**src/rtl/weight_loader.sv**
```systemverilog
// Streams a flattened weight image, DW bits per word, into the model's serial weight chain.
// Bits leave LSB-first, one per cycle; exactly WEIGHTS_B shifts are issued per load.
module weight_loader #(
  parameter int unsigned WEIGHTS_B = 12864,
  parameter int unsigned DW        = 32,
  parameter int unsigned CB        = $clog2(WEIGHTS_B + 1)
) (
  input  logic          clk,
  input  logic          rstn,
  input  logic          start,
  input  logic          s_valid,
  output logic          s_ready,
  input  logic [DW-1:0] s_data,
  output logic          copy,
  output logic          k,
  output logic          busy,
  output logic          done
);

  localparam int unsigned WW = (DW > 1) ? $clog2(DW) : 1;
  localparam logic [WW-1:0] WLast = WW'(DW - 1);
  localparam logic [CB-1:0] BLast = CB'(WEIGHTS_B - 1);

  typedef enum logic [1:0] {StIdle, StLoad, StShift, StDone} state_e;

  state_e        state_q, state_d;
  logic [DW-1:0] sreg_q, sreg_d;
  logic [WW-1:0] wcnt_q, wcnt_d;
  logic [CB-1:0] bcnt_q, bcnt_d;
  logic          last_w, last_b;

  assign last_w = (wcnt_q == WLast);
  assign last_b = (bcnt_q == BLast);

  // Ready depends on state and counters only, never on s_valid.
  always_comb begin
    s_ready = 1'b0;
    unique case (state_q)
      StLoad:  s_ready = 1'b1;
      StShift: s_ready = last_w && !last_b;
      default: s_ready = 1'b0;
    endcase
  end

  always_comb begin
    state_d = state_q;
    sreg_d  = sreg_q;
    wcnt_d  = wcnt_q;
    bcnt_d  = bcnt_q;
    unique case (state_q)
      StIdle, StDone: begin
        if (start) begin
          state_d = StLoad;
          wcnt_d  = '0;
          bcnt_d  = '0;
        end
      end
      StLoad: begin
        if (s_valid) begin
          sreg_d  = s_data;
          wcnt_d  = '0;
          state_d = StShift;
        end
      end
      StShift: begin
        sreg_d = sreg_q >> 1;
        wcnt_d = wcnt_q + WW'(1);
        bcnt_d = bcnt_q + CB'(1);
        // Final image bit wins over a word boundary; leftover word bits are dropped.
        if (last_b) begin
          state_d = StDone;
        end else if (last_w) begin
          if (s_valid) begin
            sreg_d = s_data;
            wcnt_d = '0;
          end else begin
            state_d = StLoad;
          end
        end
      end
      default: state_d = StIdle;
    endcase
  end

  always_ff @(posedge clk or negedge rstn) begin
    if (!rstn) begin
      state_q <= StIdle;
      sreg_q  <= '0;
      wcnt_q  <= '0;
      bcnt_q  <= '0;
    end else begin
      state_q <= state_d;
      sreg_q  <= sreg_d;
      wcnt_q  <= wcnt_d;
      bcnt_q  <= bcnt_d;
    end
  end

  assign copy = (state_q == StShift);
  assign k    = sreg_q[0];
  assign busy = (state_q == StLoad) || (state_q == StShift);
  assign done = (state_q == StDone);

endmodule

```
**config.mk**
```make
export PLATFORM = sky130hd
export DESIGN_NAME = weight_loader
export DESIGN_NICKNAME = d
export VERILOG_FILES = /design/src/rtl/weight_loader.sv
export SDC_FILE = /design/constraint.sdc
export NUM_CORES = 1
export LEC_CHECK = 0
export ABC_AREA = 1
export BUFFER_PORTS_ARGS = -buffer_cell sky130_fd_sc_hd__buf_2
export CORE_MARGIN = 1.5
export CORE_UTILIZATION = 60
export DETAILED_ROUTE_END_ITERATION = 16
export PLACE_DENSITY = 0.92
export SETUP_SLACK_MARGIN = 0.3
export SYNTH_ARGS = -nofsm -noshare
export SYNTH_HDL_FRONTEND = slang
export SYNTH_SLANG_ARGS = --single-unit
export TNS_END_PERCENT = 20
```
**constraint.sdc**
```tcl
create_clock -name clk -period 2.75 [get_ports clk]
set_input_delay 0.4125 -clock clk [delete_from_list [all_inputs] [get_ports clk]]
set_output_delay 0.4125 -clock clk [all_outputs]
set_load 0.03 [all_outputs]
```
# After elaboration in Yosys (flattened, before gate mapping)
# Cells that the tools add are included.
[word_totals]
register_bits = 53
latchBits = 0
ram_bits = 0
mem_bits_ro = 0
in_bits = 36
out_inout_bits = 5
n_memories = 0
[classes]
n_addsub = 2
mul = 0
div = 0
n_lt_le_gt_ge = 0
n_eq_ne = 9
shifts = 0
n_mux = 20
bitwise = 0
reduce_logical = 11
[op_table]
columns = ["operator", "count"]
rows = [
  ["$mux 32", 4],
  ["$pmux 32 s2", 1],
  ["$pmux 14 s2", 1],
  ["$mux 5", 5],
  ["$pmux 5 s3", 1],
  ["$add 14x1->14 const B", 1],
  ["$eq 14x14->1 const B", 1],
  ["$mux 14", 1],
  ["$mux 2", 5],
  ["$pmux 2 s3", 1],
  ["$reduce_and 2->1", 3],
  ["$add 5x1->5 const B", 1],
  ["$eq 5x5->1 const B", 1],
  ["$eq 2x2->1 const B", 2],
  ["$ne 2x2->1 const B", 2],
  ["$reduce_and 4->1", 1],
  ["$reduce_bool 2->1", 2],
  ["$ne 3x1->1 const B", 1],
  ["$ne 3x2->1 const B", 1],
  ["$eq 2x1->1 const B", 1],
  ["$logic_not 2->1", 1],
  ["$pmux 1 s2", 1],
  ["$reduce_or 2->1", 1],
  ["$logic_and 1x1->1", 1],
  ["2 further kinds", 2],
]

# Logic depth before layout (Yosys ltp)
# Gate-level depths: netlist of the first run.
[depth]
depth_word = 5
mapped_depth = 11
ltp_nobuf = 10

# Least setup slack after synthesis of the first run
# OpenSTA, ideal clock, no wires.
[synth_timing]
path_type = "register -> output"
from = "register state_q[0]"
to = "output s_ready"
t_arrival_ns = 1.874
t_required_ns = 2.338
setup_slack_ns = 0.463
stages_incl_launch_ff = 7
cell_sequence = "dfrtp_1 -> inv_1 -> ha_1 -> buf_6 -> buf_2 -> nand3_1 -> a21oi_1"
[synth_via]
elab_chain_len = 2
[synth_lines]
columns = ["item", "line_no", "rtl"]
rows = [
  ["start: declaration", "26", "state_e state_q, state_d;"],
  ["start signal: assignment", "87", "state_q <= StIdle;"],
  ["start signal: assignment", "92", "state_q <= state_d;"],
  ["$eq 2x2->1", "--", ""],
  ["net copy", "14", "output logic copy,"],
  ["$pmux 1 s2", "38", "unique case (state_q)"],
  ["end: declaration", "12", "output logic s_ready,"],
]
# The timed path passes the listed nets, and every way through them passes these cells.

# Worst setup path in the final report of the first run
[layout_timing]
from = "register state_q[0]"
to = "output s_ready"
[layout_via]
elab_chain_len = 2
[layout_lines]
columns = ["item", "line_no"]
rows = [
  ["$eq 2x2->1 / $eq 2x1->1 (equally long branches)", "38"],
  ["$pmux 1 s2 *", "38"],
]
# Every way passes the cells marked *; elsewhere a longest branch is shown, timed or not.

==> results of run 1 <==
[worst paths after layout]
check                           start    endpoint  cells past startpoint
setup / recovery           state_q[0]     s_ready                      5
max in group asynchronous        rstn   bcnt_q[8]                      2
setup reg to reg           state_q[0]   wcnt_q[0]                      6
min in group clk           s_data[31]  sreg_q[31]                      3
hold / removal                   rstn   sreg_q[6]                      2
hold reg to reg            sreg_q[26]  sreg_q[26]                      2
[metal layers]
layer	vias to the layer above	global-route usage, %	share of wire, %
li1	1435	-	-
met1	1346	30.3	45
met2	77	43.2	50
met3	10	3.53	3.8
met4	0	6.55	1.3
met5	-	0	0
[stage by stage]
stage | power [mW] | area, um2 | hold WS [ns] | setup slack (ns)
floorplan | 2.41 | 3320 | 0.117 | 0.463
global placement | 2.63 | 3500 | 0.457 | 0.768
detailed placement | 2.70 | 3500 | 0.465 | 0.637
CTS | 3.17 | 3600 | 0.228 | 0.469
global route | 3.44 | 3600 | 0.261 | 0.372
finish | 3.16 | 3600 | 0.196 | 0.472
[cell type report]
class                           count  area (um2)
Fill cell                         441        1640
Clock inverter                      3        25.0
Clock buffer                        5        68.8
Timing Repair Buffer               45         250
Multi-Input combinational cell    281        1500
Tap cell                           70        87.6
Inverter                           90         338
Sequential cell                    53        1330
[report_power, final]
group          switching (mW)  internal (mW)  total [mW]  leakage, nW
registers               0.154           1.06        1.21        0.681
clock network           0.285          0.185       0.469       0.0447
logic                    1.00          0.483        1.49         1.34
[kinds of logic (layout without fill, tap and decap cells)]
kind of cell | count (synthesis) | after routing
fa+ha+maj | 6 | 6
compound gates | 25 | 25
simple gates | 248 | 248
xor+xnor | 2 | 2
buf+inv | 111 | 143
flops | 53 | 53
[worst reg2reg max path, stage by stage, from the launching register on]
cell,delay (ns)
dfrtp_1,0.42
inv_1,0.07
ha_1,0.49
nand3_4,0.57
nand2_1,0.35
nand3_1,0.09
o21ai_0,0.09
[state kept, by name, indices dropped and copies added, names as in the netlist]
signal / flops
sreg_q: 32
bcnt_q: 14
wcnt_q: 5
state_q: 2
[cell usage in the layout (no fill, tap or decap)]
cell and count:
o21ai_0 10, nor3_2 2, dfrtp_1 53, nand3_1 76, inv_6 1, inv_2 3, nand4_1 2, o21ai_2 2
nor2_4 1, ha_1 6, nand2_2 4, clkinvlp_4 1, a21oi_1 11, buf_12 1, nand3_2 30, o21ai_1 1
buf_2 40, clkinv_4 1, nor2_2 4, nor3_1 1, nand2_1 107, nand3_4 1, and3_1 1, buf_4 4
clkbuf_8 5, nor2_1 19, o22ai_1 1, inv_1 87, xor2_1 2
==> results.json, run 1 <==
{
  "fmax_mhz": 439,
  "antenna_found_initial": 0,
  "synth_fa_ha_area_share_pct": 2.26,
  "die_h_um": 77.4,
  "synth_commonest_cells": "107 x nand2_1, 87 x inv_1, 76 x nand3_1, 53 x dfrtp_1, 30 x nand3_2",
  "start_kind": "register",
  "clk_latency_ns": 0.32,
  "drcViolationCount": 0,
  "worst-path-max-fanout": 11,
  "ir_worst_vdd_mv": 0.433,
  "ys_types": 26,
  "maxCapViolations": 0,
  "clockBufferDepth": 2,
  "io_pins": 41,
  "synth-async-reset-ratio_pct": 100,
  "vias_per_cell": 5.24,
  "clkSlewWorstSetupHoldPaths_ns": 0.11,
  "die_area_mm2": 0.00600,
  "numCtsBuffers": 5,
  "vias": 2868,
  "hold_viol_final": 0,
  "synth_top_family_by_area": "simple AND/OR/NAND/NOR gates",
  "num_rows": 26,
  "cts.repair.resized": 0,
  "io_buffers": 40,
  "clock-root-buffer": "clkbuf_8",
  "drt-pass1-iter-count": 5,
  "rsz0062_at_grt": "no",
  "maxSlewHeadroom_pct": 56.2,
  "cts_tree": "built",
  "syn_nets": 487,
  "grt_pass1_wl_um": 11900,
  "cp_top_family": "adder cells",
  "nNetsFinal": 518,
  "final.setup.tns_ns": 0,
  "wirelength_um": 6890,
  "syn-instance-count": 445,
  "muxShareOfSynthArea_pct": 0,
  "seq_area_frac_synth_pct": 39.9,
  "status": "complete, no violations",
  "htreeDepth": 2,
  "fin_crit_ns": 2.28,
  "grt_pass1_vias": 2729,
  "synth.avg_cell_area_um2": 7.47,
  "synth_top_cell_by_area": "dfrtp_1",
  "core_mm2": 0.00524,
  "drt_iter0_markers": 174,
  "crit_buf_inv": 2,
  "final_layout_size_suffix_gt1_share_pct": 21.0,
  "area_growth_pct": 8.24,
  "ant_nets": 0,
  "fin_cells": 547,
  "n_antenna_cell": 0,
  "synth_flop_cell": "dfrtp_1",
  "synthXorXnorAreaFrac_pct": 0.527,
  "fin_crit_sh_pct": 82.8,
  "reg2reg_slack_ns": 0.59,
  "fp.dieW_um": 77.4,
  "syn_area_mm2": 0.00332,
  "overflow": 0,
  "ys_ff_latch": 53,
  "synth_top_area_share_pct": 39.9,
  "yosys.area_share.simple_pct": 38.4,
  "wl_per_cell_um": 12.6,
  "yosys-top-cells-area": "dfrtp_1 40%, nand2_1 12%, nand3_1 11%, inv_1 9.8%, nand3_2 9.0%",
  "post_cts_buffers": 0,
  "globalplace.congestion": 0.862,
  "cp_cell_sequence": "inv_1, ha_1, nand3_1, a21oi_1, buf_2",
  "ctsHoldBuffers": 0,
  "crit_slowest_cell": "ha_1",
  "slew_viol_final": 0,
  "powerDensity_mw_per_mm2": 879,
  "fin_skew_ns": 0.0132,
  "grt_max_degree": 54,
  "ys_warn_count": 0,
  "clock_sinks": 53,
  "path_class": "reg -> out",
  "synth-edff-count": 0,
  "yosysMostFrequentCell": "nand2_1",
  "dp_hpwl_um": 4630,
  "slowest_delay_ns": 0.49,
  "initial_core_util_pct": 63.5,
  "crit_required_ns": 2.34,
  "finalSetupViolCount": 0,
  "p_leak_nw": 2.06,
  "min_path_type": "in -> async",
  "critPathCaptureType": "primary output",
  "arrival_ns": 1.87,
  "worst_pin_slew_ns": 0.658,
  "grt_usage_pct": 24.1,
  "synth_compound_area_share_pct": 4.03,
  "placedCellCount": 539,
  "fin_util_pct": 68.7
}
No activity file was read; power rests on OpenSTA's default activity.
==> run 2: changes to the inputs <==
--- a/config.mk
+++ b/config.mk
@@ -8,9 +8,9 @@
 export ABC_AREA = 1
 export BUFFER_PORTS_ARGS = -buffer_cell sky130_fd_sc_hd__buf_2
 export CORE_MARGIN = 1.5
-export CORE_UTILIZATION = 60
+export CORE_UTILIZATION = 58
 export DETAILED_ROUTE_END_ITERATION = 16
-export PLACE_DENSITY = 0.92
+export PLACE_DENSITY = 0.9
 export SETUP_SLACK_MARGIN = 0.3
 export SYNTH_ARGS = -nofsm -noshare
 export SYNTH_HDL_FRONTEND = slang
==> constraint.sdc (replaced) <==
create_clock -name clk -period 2.1 [get_ports clk]
set_input_delay 0.315 -clock clk [delete_from_list [all_inputs] [get_ports clk]]
set_output_delay 0.315 -clock clk [all_outputs]
set_load 0.03 [all_outputs]
==> run 2 against run 1 <==
- die area rose by 3.3%
- worst setup slack worse by 0.36 ns
- first-iteration DRC count up 18%
- register-to-register slack worse by 0.27 ns
- critical path depth rose by 2
- clock power grew 22%
- final area is 5.2% higher
- highest routed layer unchanged
==> results.json, run 2 (synthesized netlist as in run 1, its figures left out) <==
{
  "nFillCells": 440,
  "io_pins": 41,
  "ir_worst_vdd_mv": 0.517,
  "io_buffers": 40,
  "dp_hpwl_um": 4810,
  "wirelength_um": 7090,
  "cts_tree": "built",
  "status": "complete, no violations",
  "clock-root-buffer": "clkbuf_8",
  "maxCapViolations": 0,
  "max_flop_register": "sreg_q",
  "fin_crit_ns": 1.99,
  "wl_per_cell_um": 12.6,
  "fin_skew_ns": 0.00944,
  "rr_worst_depth": 10,
  "clk_latency_ns": 0.31,
  "final_common_cell": "nand2_1",
  "nNetsFinal": 532,
  "clkSlewWorstSetupHoldPaths_ns": 0.10,
  "drcViolationCount": 0,
  "area_growth_pct": 13.9,
  "worst_pin_slew_ns": 0.675,
  "num_rows": 27,
  "core_mm2": 0.00551,
  "top_regs": "sreg_q x32, bcnt_q x14, wcnt_q x5",
  "grt_pass1_vias": 2768,
  "start_kind": "register",
  "fmax_mhz": 502,
  "grt_pass1_wl_um": 12000,
  "finalSetupViolCount": 0,
  "min_path_type": "in -> async",
  "hold_viol_final": 0,
  "n_antenna_cell": 0,
  "vias": 2890,
  "reg2reg_slack_ns": 0.32,
  "largest_reg_flops": 32,
  "fin_crit_sh_pct": 94.8,
  "htreeDepth": 2,
  "worst-path-max-fanout": 4,
  "final.setup.tns_ns": 0,
  "globalplace.congestion": 0.861,
  "drt-pass1-iter-count": 4,
  "layout_common_cells": "105 x nand2_1, 87 x inv_1, 74 x nand3_1",
  "p_leak_nw": 2.13,
  "antenna_found_initial": 0,
  "initial_core_util_pct": 60.4,
  "vias_per_cell": 5.13,
  "arrival_ns": 1.68,
  "crit_required_ns": 1.78,
  "overflow": 0,
  "rr_startpoint": "wcnt_q[1]",
  "r2r_end": "sreg_q[30]",
  "fp.dieW_um": 78.7,
  "numCtsBuffers": 5,
  "finalPower_mw": 4.32,
  "critPathCaptureType": "primary output",
  "clock_sinks": 53,
  "slew_viol_final": 0,
  "drt_iter0_markers": 205,
  "grt_usage_pct": 24.3,
  "path_class": "reg -> out",
  "final_layout_size_suffix_gt1_share_pct": 24.6,
  "die_h_um": 78.7,
  "clockBufferDepth": 2,
  "grt_max_degree": 54,
  "ctsHoldBuffers": 0,
  "die_area_mm2": 0.00620,
  "maxSlewHeadroom_pct": 55.0,
  "rsz0062_at_grt": "yes",
  "powerDensity_mw_per_mm2": 1140,
  "ant_nets": 0
}
==> run 2: per-stage QoR <==
step                      instance area [um2]  std cells  util [%]  hold slack (ns)  worst slack, ns
final                                    3780        563      68.7            0.110            0.109
after global routing                     3780        563      68.7            0.171           0.0281
after CTS                                3690        555      67.0            0.134            0.108
after detailed placement                 3580        547      64.9            0.465            0.329
after global placement                   3580        547      64.9            0.458            0.367
after floorplan                          3350        445         -           0.0194            0.359
==> run 2: worst max-delay path by stage <==
stage,start,end,slack [ns],cells past startpoint
final,bcnt_q[0],s_ready,0.11,7
after global routing,wcnt_q[1],s_ready,0.03,7
after CTS,wcnt_q[1],s_ready,0.11,7
after detailed placement,wcnt_q[1],sreg_q[0],0.33,10
after global placement,wcnt_q[1],sreg_q[3],0.37,10
after floorplan,state_q[0],s_ready,0.36,6
==> run 2: final cells by class <==
cell class	instances	area, um2	area share [%]
clock inverters	2	15.0	0.397
multi-input cells	281	1550	40.9
inverters	90	338	8.93
well taps	72	90.1	2.38
repair buffers	59	397	10.5
flip-flops and latches	53	1330	35.0
clock buffers	6	72.6	1.92
==> run 2: layer usage <==
metal | part of all wire (%) | vias to the layer above | global-route usage [%] | routed length [um]
met5 | 0 | - | 0 | 0
met4 | 0.86 | 0 | 6.61 | 61
met3 | 5.9 | 7 | 4.25 | 420
met2 | 51 | 91 | 44.9 | 3590
met1 | 43 | 1323 | 29.0 | 3020
li1 | - | 1469 | - | -
==> run 2: where the power goes <==
part	internal, mW	leakage (nW)	switching (mW)
Sequential	1.38	0.681	0.205
Clock	0.235	0.0374	0.336
Combinational	0.792	1.41	1.36
Total	2.41	2.13	1.90
==> run 2: critical path, stage by stage, from the launching register on <==
cell and delay [ns]:
dfrtp_1 0.42, ha_1 0.24, nand3_2 0.11, nor2_1 0.06, nand2_1 0.13, nand3_2 0.11, a21oi_4 0.15, buf_6 0.15
==> run 2: repair_timing <==
action	CTS	global route
endpoints found under the hold margin	0	0
resized for setup	7	10
setup endpoints to repair	2	49
pin swaps	0	4
setup buffers	0	8
==> run 3: changes to the inputs <==
--- a/config.mk
+++ b/config.mk
@@ -5,13 +5,13 @@
 export SDC_FILE = /design/constraint.sdc
 export NUM_CORES = 1
 export LEC_CHECK = 0
-export ABC_AREA = 1
 export BUFFER_PORTS_ARGS = -buffer_cell sky130_fd_sc_hd__buf_2
 export CORE_MARGIN = 1.5
 export CORE_UTILIZATION = 58
 export DETAILED_ROUTE_END_ITERATION = 16
 export PLACE_DENSITY = 0.9
-export SETUP_SLACK_MARGIN = 0.3
+export RECOVER_POWER = 100
+export SETUP_SLACK_MARGIN = 0.02
 export SYNTH_ARGS = -nofsm -noshare
 export SYNTH_HDL_FRONTEND = slang
 export SYNTH_SLANG_ARGS = --single-unit
==> run 3 against run 2 <==
- the flow now finishes with violations (setup timing)
- die area shrank 8.5%
- clock skew shrank 0.0015 ns
- hold slack gained 0.15 ns
- sequential share of layout area grew 1.5 points
- area after synthesis shrank 8.8%
- final area shrank 4.2%
==> results.json, run 3 <==
{
  "status": "finished with violations",
  "violations": "setup timing",
  "core_mm2": 0.00507,
  "arrival_ns": 2.03,
  "layout_common_cells": "53 x dfrtp_1, 47 x nand2_1, 35 x o21ai_0, 35 x buf_2, 30 x o22ai_1",
  "htreeDepth": 2,
  "antenna_found_initial": 0,
  "fin_crit_sh_pct": 112,
  "ys_types": 47,
  "maxCapViolations": 0,
  "finalInstanceArea_mm2": 0.00363,
  "p_leak_nw": 1.61,
  "initial_core_util_pct": 59.8,
  "ys_ff_latch": 53,
  "synth_flop_cell": "dfrtp_1",
  "wirelength_um": 7430,
  "final.setup.tns_ns": -2.42,
  "io_buffers": 40,
  "synth_top_cell_by_area": "dfrtp_1",
  "synth.avg_cell_area_um2": 9.51,
  "io_pins": 41,
  "grt_pass1_vias": 2482,
  "ant_nets": 0,
  "overflow": 0,
  "nNetsFinal": 413,
  "synth-async-reset-ratio_pct": 100,
  "seq_area_frac_synth_pct": 43.7,
  "fmax_mhz": 426,
  "num_rows": 26,
  "worst_pin_slew_ns": 1.33,
  "yosysMostFrequentCell": "dfrtp_1",
  "grt_max_degree": 64,
  "yosys-top-cells-area": "dfrtp_1 44%, o221a_2 10%, o22ai_1 6.2%, nand2_1 5.8%, o21ai_0 5.8%",
  "drt-pass1-iter-count": 5,
  "worst-path-max-fanout": 2,
  "clockBufferDepth": 2,
  "post-place-ws_ns": 0.0295,
  "start_kind": "register",
  "clock-root-buffer": "clkbuf_8",
  "die_h_um": 75.3,
  "synth_top_area_share_pct": 43.7,
  "fp.dieW_um": 75.3,
  "final_layout_size_suffix_gt1_share_pct": 29.3,
  "grt_pass1_wl_um": 11900,
  "numCtsBuffers": 5,
  "nFillCells": 371,
  "whs_ns": 0.259,
  "largest_reg_flops": 32,
  "path_class": "reg -> out",
  "dp_hpwl_um": 4850,
  "syn_area_mm2": 0.00303,
  "dpl_cell_area_mm2": 0.00348,
  "fin_cells": 442,
  "fin_crit_ns": 2.35,
  "ys_warn_count": 0,
  "area_growth_pct": 19.6,
  "finalSetupViolCount": 32,
  "maxSlewHeadroom_pct": 11.4,
  "cts_tree": "built",
  "fin_util_pct": 71.4,
  "grt_usage_pct": 27.6,
  "synth_commonest_cells": "53 x dfrtp_1, 47 x nand2_1, 35 x o21ai_0, 30 x o22ai_1, 27 x o221a_2",
  "critPathCaptureType": "primary output",
  "min_path_type": "in -> reg",
  "synth-edff-count": 0,
  "hold_viol_final": 0,
  "crit_required_ns": 1.78,
  "placedCellCount": 430,
  "n_antenna_cell": 0,
  "wl_per_cell_um": 16.8,
  "clock_sinks": 53,
  "vias": 2828,
  "fin_skew_ns": 0.00790,
  "powerDensity_mw_per_mm2": 1210,
  "max_flop_register": "sreg_q",
  "rsz0062_at_grt": "yes",
  "syn_nets": 361,
  "top_regs": "sreg_q x32, bcnt_q x14, wcnt_q x5",
  "drt_iter0_markers": 208,
  "vias_per_cell": 6.40,
  "drcViolationCount": 0,
  "clk_latency_ns": 0.32,
  "clkSlewWorstSetupHoldPaths_ns": 0.10,
  "syn-instance-count": 319,
  "finalPower_mw": 4.39,
  "die_area_mm2": 0.00567,
  "ir_worst_vdd_mv": 0.642,
  "setup_ws_ns": -0.248,
  "final_common_cell": "dfrtp_1",
  "globalplace.congestion": 0.888,
  "slew_viol_final": 0
}
[run 3: power breakdown]
group | internal, mW | switching, mW
Combinational | 0.982 | 1.08
Clock | 0.250 | 0.385
Sequential | 1.38 | 0.309
[run 3: area by class of cell]
| class | count | area [um2] | share of cell area, % |
|---|---|---|---|
| Tap cell | 70 | 87.6 | 2.42 |
| Inverter | 8 | 30.0 | 0.828 |
| Timing Repair Buffer | 68 | 472 | 13.0 |
| Multi-Input combinational cell | 235 | 1610 | 44.5 |
| Sequential cell | 53 | 1330 | 36.6 |
| Clock buffer | 5 | 68.8 | 1.90 |
| Clock inverter | 3 | 28.8 | 0.794 |
[run 3: routing by layer]
layer | vias up | part of all wire (%) | GRT usage (%)
li1 | 1331 | - | -
met1 | 1357 | 44 | 40.0
met2 | 116 | 47 | 40.5
met3 | 24 | 5.9 | 4.37
met4 | 0 | 3.1 | 13.7
met5 | - | 0 | 0
[run 3: worst max-delay path, cell delays in order, from the launching register on]
cell and delay [ns]:
dfrtp_1 0.39, or4b_4 0.55, or4_4 0.46, nand3_4 0.11
a21oi_4 0.06, buf_6 0.14
[run 3: repair_timing]
action / in CTS / in global routing
gates resized for setup: 2 / 7
setup endpoints to repair: 1 / 25
buffers inserted: 0 / 2
pin swaps: 0 / 2
hold buffers: 1 / 0
gates cloned: 0 / 1
hold endpoints to repair: 23 / 0
[run 3: path summary, 6_finish.rpt]
check,to,slack (ns),startpoint,depth (start not counted)
worst max-delay path,s_ready,-0.25,bcnt_q[6],5
worst min-delay path,sreg_q[31],0.26,s_data[31],2
worst max register to register,sreg_q[21],-0.09,bcnt_q[6],7
worst min register to register,wcnt_q[1],0.52,wcnt_q[1],2
max in group asynchronous,sreg_q[29],0.23,rstn,3
min in group asynchronous,sreg_q[30],0.81,rstn,2
[run 3: cell families after synthesis]
family	after synthesis	synth area share, %
XOR/XNOR	4	1.15
buffers and inverters	31	4.74
multiplexers	6	2.02
AO/OA/AOI/OAI	124	29.8
flip-flops	53	43.7
AND/OR/NAND/NOR	95	16.1
adder cells (fa/ha/maj)	6	2.48
